### config.mk
export PLATFORM = sky130hd
export DESIGN_NAME = fpr_writeback
export DESIGN_NICKNAME = d
export VERILOG_FILES = /design/src/rtl/fpr_pkg.sv /design/src/rtl/fpr_wb_fifo.sv /design/src/rtl/fpr_writeback.sv
export SDC_FILE = /design/constraint.sdc
export NUM_CORES = 1
export LEC_CHECK = 0
export CAP_MARGIN = 20
export CORE_MARGIN = 10
export CORE_UTILIZATION = 37
export DETAILED_ROUTE_END_ITERATION = 12
export GPL_ROUTABILITY_DRIVEN = 0
export SYNTH_ARGS = -nofsm -noshare
export SYNTH_HDL_FRONTEND = slang
export SYNTH_SLANG_ARGS = --single-unit
### constraint.sdc
create_clock -name clk -period 10.2 [get_ports clk]
set_input_delay 2.04 -clock clk [delete_from_list [all_inputs] [get_ports clk]]
set_output_delay 2.04 -clock clk [all_outputs]
set_load 0.03 [all_outputs]
### src/rtl/fpr_pkg.sv
// rtl/fpr_pkg.sv - shared sizes, FSM states and request record for the FPR writeback block
package fpr_pkg;

  localparam int FPR_ADDR_W = 5;
  localparam int FPR_DATA_W = 32;
  localparam int FIFO_DEPTH = 2;
  localparam int NUM_FPR    = 1 << FPR_ADDR_W;

  typedef enum logic [1:0] {
    IDLE,
    WR_HI,
    WR_LO
  } wb_state_e;

  typedef struct packed {
    logic [FPR_ADDR_W-1:0] dest;
    logic                  dbl;
    logic [FPR_DATA_W-1:0] hi;
    logic [FPR_DATA_W-1:0] lo;
  } fpr_req_t;

endpackage

### src/rtl/fpr_wb_fifo.sv
// rtl/fpr_wb_fifo.sv - small in-order request FIFO; pushes into a full FIFO are ignored
module fpr_wb_fifo
  import fpr_pkg::*;
(
  input  logic     clk,
  input  logic     reset,
  input  logic     push_i,
  input  fpr_req_t push_data_i,
  input  logic     pop_i,
  output logic     full_o,
  output logic     empty_o,
  output fpr_req_t head_o
);

  localparam int PTR_W = $clog2(FIFO_DEPTH);
  localparam int CNT_W = $clog2(FIFO_DEPTH + 1);

  fpr_req_t         mem_q [FIFO_DEPTH];
  logic [PTR_W-1:0] rd_ptr_q, wr_ptr_q;
  logic [CNT_W-1:0] count_q, count_d;
  logic             do_push, do_pop;

  assign full_o  = (count_q == CNT_W'(FIFO_DEPTH));
  assign empty_o = (count_q == '0);
  assign do_push = push_i && !full_o;
  assign do_pop  = pop_i && !empty_o;
  assign head_o  = mem_q[rd_ptr_q];

  always_comb begin
    count_d = count_q;
    if (do_push && !do_pop) begin
      count_d = count_q + CNT_W'(1);
    end else if (!do_push && do_pop) begin
      count_d = count_q - CNT_W'(1);
    end
  end

  // Pointers wrap naturally because the depth is a power of two.
  always_ff @(posedge clk or posedge reset) begin
    if (reset) begin
      rd_ptr_q <= '0;
      wr_ptr_q <= '0;
      count_q  <= '0;
      for (int i = 0; i < FIFO_DEPTH; i++) begin
        mem_q[i] <= '0;
      end
    end else begin
      count_q <= count_d;
      if (do_push) begin
        mem_q[wr_ptr_q] <= push_data_i;
        wr_ptr_q        <= wr_ptr_q + PTR_W'(1);
      end
      if (do_pop) begin
        rd_ptr_q <= rd_ptr_q + PTR_W'(1);
      end
    end
  end

endmodule

### src/rtl/fpr_writeback.sv
// rtl/fpr_writeback.sv - queues single/pair FPR writebacks and sequences them onto registered FPR write ports
module fpr_writeback
  import fpr_pkg::*;
(
  input  logic                  clk,
  input  logic                  reset,
  input  logic                  reqValid,
  output logic                  reqReady,
  input  logic [FPR_ADDR_W-1:0] reqDest,
  input  logic                  reqDouble,
  input  logic [FPR_DATA_W-1:0] reqDataHi,
  input  logic [FPR_DATA_W-1:0] reqDataLo,
  output logic                  fprRegWr,
  output logic [FPR_ADDR_W-1:0] fprRd,
  output logic [FPR_ADDR_W-1:0] fprRt,
  output logic                  fprRdst,
  output logic [FPR_DATA_W-1:0] fprBusW,
  output logic [NUM_FPR-1:0]    pendingMask,
  output logic                  errOddPair
);

  wb_state_e             state_q, state_d;
  logic                  wr_q, wr_d;
  logic [FPR_ADDR_W-1:0] rd_q, rd_d;
  logic [FPR_DATA_W-1:0] busw_q, busw_d;
  logic                  cur_dbl_q, cur_dbl_d;
  logic [NUM_FPR-1:0]    pend_q, pend_d;
  logic                  err_q, err_d;

  logic                  push, pop, fifo_full, fifo_empty, load_hi;
  fpr_req_t              in_req, head;
  logic [FPR_ADDR_W-1:0] in_pair_dest, head_pair_dest;
  logic [NUM_FPR-1:0]    set_mask, clr_mask;

  assign reqReady = !fifo_full && !reset;
  assign push     = reqValid && reqReady;

  always_comb begin
    in_req.dest = reqDest;
    if (reqDouble) begin
      in_req.dest[0] = 1'b0;
    end
    in_req.dbl = reqDouble;
    in_req.hi  = reqDataHi;
    in_req.lo  = reqDataLo;
  end

  assign in_pair_dest   = in_req.dest + FPR_ADDR_W'(1);
  assign head_pair_dest = head.dest + FPR_ADDR_W'(1);

  fpr_wb_fifo u_fifo (
    .clk         (clk),
    .reset       (reset),
    .push_i      (push),
    .push_data_i (in_req),
    .pop_i       (pop),
    .full_o      (fifo_full),
    .empty_o     (fifo_empty),
    .head_o      (head)
  );

  // A single is popped as it is loaded; a pair stays at the head until its low half loads,
  // which keeps the two FIFO slots free enough for one write per cycle.
  always_comb begin
    state_d   = state_q;
    wr_d      = 1'b0;
    rd_d      = rd_q;
    busw_d    = busw_q;
    cur_dbl_d = cur_dbl_q;
    pop       = 1'b0;
    load_hi   = 1'b0;
    case (state_q)
      IDLE:  load_hi = !fifo_empty;
      WR_HI: begin
        if (cur_dbl_q) begin
          state_d   = WR_LO;
          wr_d      = 1'b1;
          rd_d      = head_pair_dest;
          busw_d    = head.lo;
          cur_dbl_d = 1'b0;
          pop       = 1'b1;
        end else begin
          load_hi = !fifo_empty;
          if (fifo_empty) state_d = IDLE;
        end
      end
      WR_LO: begin
        load_hi = !fifo_empty;
        if (fifo_empty) state_d = IDLE;
      end
      default: state_d = IDLE;
    endcase
    if (load_hi) begin
      state_d   = WR_HI;
      wr_d      = 1'b1;
      rd_d      = head.dest;
      busw_d    = head.hi;
      cur_dbl_d = head.dbl;
      pop       = !head.dbl;
    end
  end

  always_comb begin
    set_mask = '0;
    clr_mask = '0;
    if (push) begin
      set_mask[in_req.dest] = 1'b1;
      if (in_req.dbl) set_mask[in_pair_dest] = 1'b1;
    end
    if (wr_q) clr_mask[rd_q] = 1'b1;
    pend_d = (pend_q & ~clr_mask) | set_mask;
    err_d  = push && reqDouble && reqDest[0];
  end

  always_ff @(posedge clk or posedge reset) begin
    if (reset) begin
      state_q   <= IDLE;
      wr_q      <= 1'b0;
      rd_q      <= '0;
      busw_q    <= '0;
      cur_dbl_q <= 1'b0;
      pend_q    <= '0;
      err_q     <= 1'b0;
    end else begin
      state_q   <= state_d;
      wr_q      <= wr_d;
      rd_q      <= rd_d;
      busw_q    <= busw_d;
      cur_dbl_q <= cur_dbl_d;
      pend_q    <= pend_d;
      err_q     <= err_d;
    end
  end

  assign fprRegWr    = wr_q;
  assign fprRd       = rd_q;
  assign fprRt       = rd_q;
  assign fprRdst     = 1'b1;
  assign fprBusW     = busw_q;
  assign pendingMask = pend_q;
  assign errOddPair  = err_q;

endmodule

==> run_results.csv <==
group,metric,value,unit
setup_path,worstSetupEndpointType,"output port",
power_and_ir_drop,pwr_density_cell,385,nW/µm²
floorplan,floorplan.initialDensity,0.375,
drt,post_route_drc_violation_count,0,
synthesis,synth_seq_cells,218,
clock_network,worstSkewPairLatency,520,ps
clock_network,tritoncts.num_buffers,25,
global_route,track_usage,0.159,
hold_path,depth_of_the_worst_hold_timing_path,2,
setup_path,cp_num_cells,3,
floorplan,core_region_area,26900,µm²
synthesis,synth_flop_type,"dfrtp_1",
drt,drt_iter0_markers,582,
setup_path,worst_path_max_delay_cell,"clkdlybuf4s50_1",
sta,post_layout_minimum_cycle_time,5460,ps
drt,postRouteAntennaNets,0,
drt,drtPass1Iterations,5,
cells_and_area,final_design_area_no_fill,12600,µm²
setup_path,worstPathBufferInverterCount,2,
global_route,grt_antenna_before_repair,1,
synthesis,post_synth_instance_area,10100,µm²
synthesis,parity_gate_share_of_the_synthesized_area_counting_xor_and_xnor_cells,0.00348,
setup_path,worstSetupStartpointType,"input port",
setup_path,setup_crit_path_kind,"input port to output port",
sta,timing.setup.tns,0,ps
drt,vias_per_cell,5.52,
synthesis,synth-simple-area-share,0.0903,
floorplan,top_level_ports,151,
place,dp.final_hpwl,16500,µm
clock_network,cts_tree,"yes",
power_and_ir_drop,power.combinational.fraction,0.485,
synthesis,syn-instance-count,805,
clock_network,clock_path_buffers,3,
cells_and_area,fin_util,0.470,
clock_network,clk_root_buffer_cell,"clkbuf_16",
setup_path,cp_cell_sequence,"clkdlybuf4s50_1 > nor2_1 > clkdlybuf4s50_1",
power_and_ir_drop,power.ir.vdd_worst,0.202,mV
clock_network,clock_tree.htree_level_count,1,
setup_path,critical_path_required,8160,ps
synthesis,synth_compound_gate_area_share,0.159,
cells_and_area,area_delta_synth_final,25.4,%
clock_network,num_clock_sinks,218,
synthesis,synth.distinct_cells,48,
global_route,grt_pass1_wl,43300,µm
global_route,first_global_vias,7471,
power_and_ir_drop,finalPower,4.86,mW
setup_path,worst-endpoint-arrival,3420,ps
sta,final_max_slew_violation_count,0,
synthesis,yosys.area_share.adder,0.00745,
sta,clock-skew-final,10.9,ps
drt,vias,7092,
sta,report.final.setup_viol,0,
power_and_ir_drop,switching_share,0.404,
synthesis,muxShareOfSynthArea,0.162,
synthesis,synth_sequential_area_ratio,0.541,
global_route,largest_net_degree_at_the_start_of_global_routing,103,
sta,maxSlewHeadroom,0.272,
synthesis,synthArstFlopShare,1.00,
sta,timing.final.crit_share,0.535,
clock_network,post_cts.repair.setup_buffers,0,
setup_path,crit_path_max_fanout,4,
synthesis,synth-edff-count,0,
floorplan,die-area,34200,µm²
synthesis,syn_avg_cell_area,12.5,µm²
power_and_ir_drop,power_report.internal_total,2.90,mW
clock_network,clk_transition_reported_paths,50,ps
setup_path,crit_path_max_incr_delay,690,ps
power_and_ir_drop,power.share.sequential,0.326,
place,placed_area,11800,µm²
power_and_ir_drop,power.net_switching,1.96,mW
sta,fmaxAchievable,0.183,GHz
power_and_ir_drop,p_clk_frac,0.189,
setup_path,crit_path_frequent_cell,"clkdlybuf4s50_1",
hold_path,timing.hold.worst.class,"register to register",
clock_network,ctsResizeCount,0,
place,port_buffers,149,
global_route,total_overflow_reported_by_the_global_router,0,
setup_path,rr_worst_depth,8,
cells_and_area,post_route_cells_drive_above_1_share,0.251,
synthesis,synth_top_family_by_area,"multiplexers",
setup_path,critPathTopFamily,"buffers and inverters",
sta,timing.final.hold_violations,0,
cells_and_area,finish.net_count,1004,
synthesis,synth_fp_nets,884,
job,timing.max_cap.violations,0,
drt,wl_per_cell,21.5,µm
clock_network,cts_stage_hold_buffer_count,0,
floorplan,fp.dieW,185,µm
power_and_ir_drop,leakage,5.39,nW
synthesis,yosysWarnings,0,
sta,worst-slew-pin-transition,1090,ps
sta,setup_repair_after_global_routing_missed_its_margin,"false",
drt,routed_wire_length,27700,µm
floorplan,die_height,185,µm
outcome,outcome,"finished clean",
floorplan,std_cell_rows,60,
==> stage by stage <==
stage / setup WS, ps / std cells / hold WS [ps]
detailed placement: 4720 / 1239 / 474
global placement: 4750 / 1239 / 460
CTS: 4720 / 1283 / 487
finish: 4740 / 1284 / 484
global route: 4680 / 1283 / 513
floorplan: 2200 / 805 / 444
==> registers in the layout (all words and copies together) (netlist names) <==
register         cells
u_fifo.count_q       2
fprRegWr             1
u_fifo.rd_ptr_q      1
errOddPair           1
state_q              2
u_fifo.mem_q       140
u_fifo.wr_ptr_q      1
fprBusW             32
pendingMask         32
fprRd                5
cur_dbl_q            1
==> worst register-to-register path, delay by kind of cell, from the launching register on <==
kind / cells / cell delay [ps]
AO/OA/AOI/OAI: 2 / 930
flip-flops: 1 / 410
adder cells (fa/ha/maj): 1 / 230
AND/OR/NAND/NOR: 2 / 500
buffers and inverters: 3 / 790
==> logic make-up (layout without fill, tap and decap cells) <==
kind of cell	after synthesis	after routing
multiplexers	145	145
AO/OA/AOI/OAI	186	186
other	1	2
adder cells (fa/ha/maj)	6	6
flip-flops	218	218
AND/OR/NAND/NOR	170	170
XOR/XNOR	4	4
buffers and inverters	75	212
==> cell usage after synthesis, types with 4 or more instances <==
cell,n,area [µm²]
ha_1,6,75.1
mux2_2,142,1600
inv_1,7,26.3
nand3_1,42,210
buf_4,11,82.6
nor3b_1,32,240
nor2_1,48,180
buf_2,35,175
a21oi_1,4,20.0
nand3b_1,5,37.5
o211a_1,34,340
o21ai_0,68,340
a211oi_1,32,240
o41ai_2,30,488
dfrtp_1,218,5460
nor2b_1,6,37.5
clkbuf_1,20,75.1
nand2_1,17,63.8
nand2b_1,6,37.5
==> worst paths after layout <==
| check | endpoint | slack [ps] | from |
|---|---|---|---|
| worst max-delay path | reqReady | 4740 | reset |
| worst min-delay path | u_fifo.mem_q[65] | 480 | u_fifo.mem_q[65] |
| worst max register to register | fprBusW[25] | 7240 | state_q[1] |
| worst min register to register | u_fifo.mem_q[65] | 480 | u_fifo.mem_q[65] |
| max in group asynchronous | u_fifo.mem_q[0] | 6030 | reset |
| min in group asynchronous | u_fifo.mem_q[129] | 2110 | reset |
==> power by group through the flow <==
| stage | registers [mW] | clock network, mW | logic [mW] |
|---|---|---|---|
| after floorplan | 1.76 | 0 | 1.46 |
| after global placement | 1.59 | 0 | 2.36 |
| after detailed placement | 1.60 | 0 | 2.39 |
| after CTS | 1.59 | 0.944 | 2.39 |
| after global routing | 1.64 | 0.980 | 2.55 |
| final | 1.59 | 0.918 | 2.36 |
==> cell type report <==
| cell class | instances | area, µm² |
|---|---|---|
| timing repair buffer | 161 | 1580 |
| clock buffer | 38 | 724 |
| tap | 341 | 427 |
| fill | 2496 | 14200 |
| antenna | 1 | 2.50 |
| sequential | 218 | 5460 |
| multi-input combinational | 512 | 4300 |
| clock inverter | 6 | 109 |
| inverter | 7 | 33.8 |
==> placed cells by master (no fill, tap or decap), types with 25 or more instances in the layout <==
| cell type | count |
|---|---|
| clkbuf_16 | 25 |
| o41ai_2 | 30 |
| a211oi_1 | 32 |
| nor3b_1 | 32 |
| o21ai_0 | 68 |
| nor2_1 | 48 |
| mux2_2 | 142 |
| clkdlybuf4s50_1 | 149 |
| o211a_1 | 34 |
| dfrtp_1 | 217 |
| nand3_1 | 41 |
==> layer usage <==
layer	wire length, µm	vias to the layer above	global-route usage
li1	-	3215	-
met1	12600	3631	0.210
met2	12900	209	0.260
met3	1680	37	0.0319
met4	503	0	0.0384
met5	0	-	0
No activity file was read; power rests on OpenSTA's default activity.
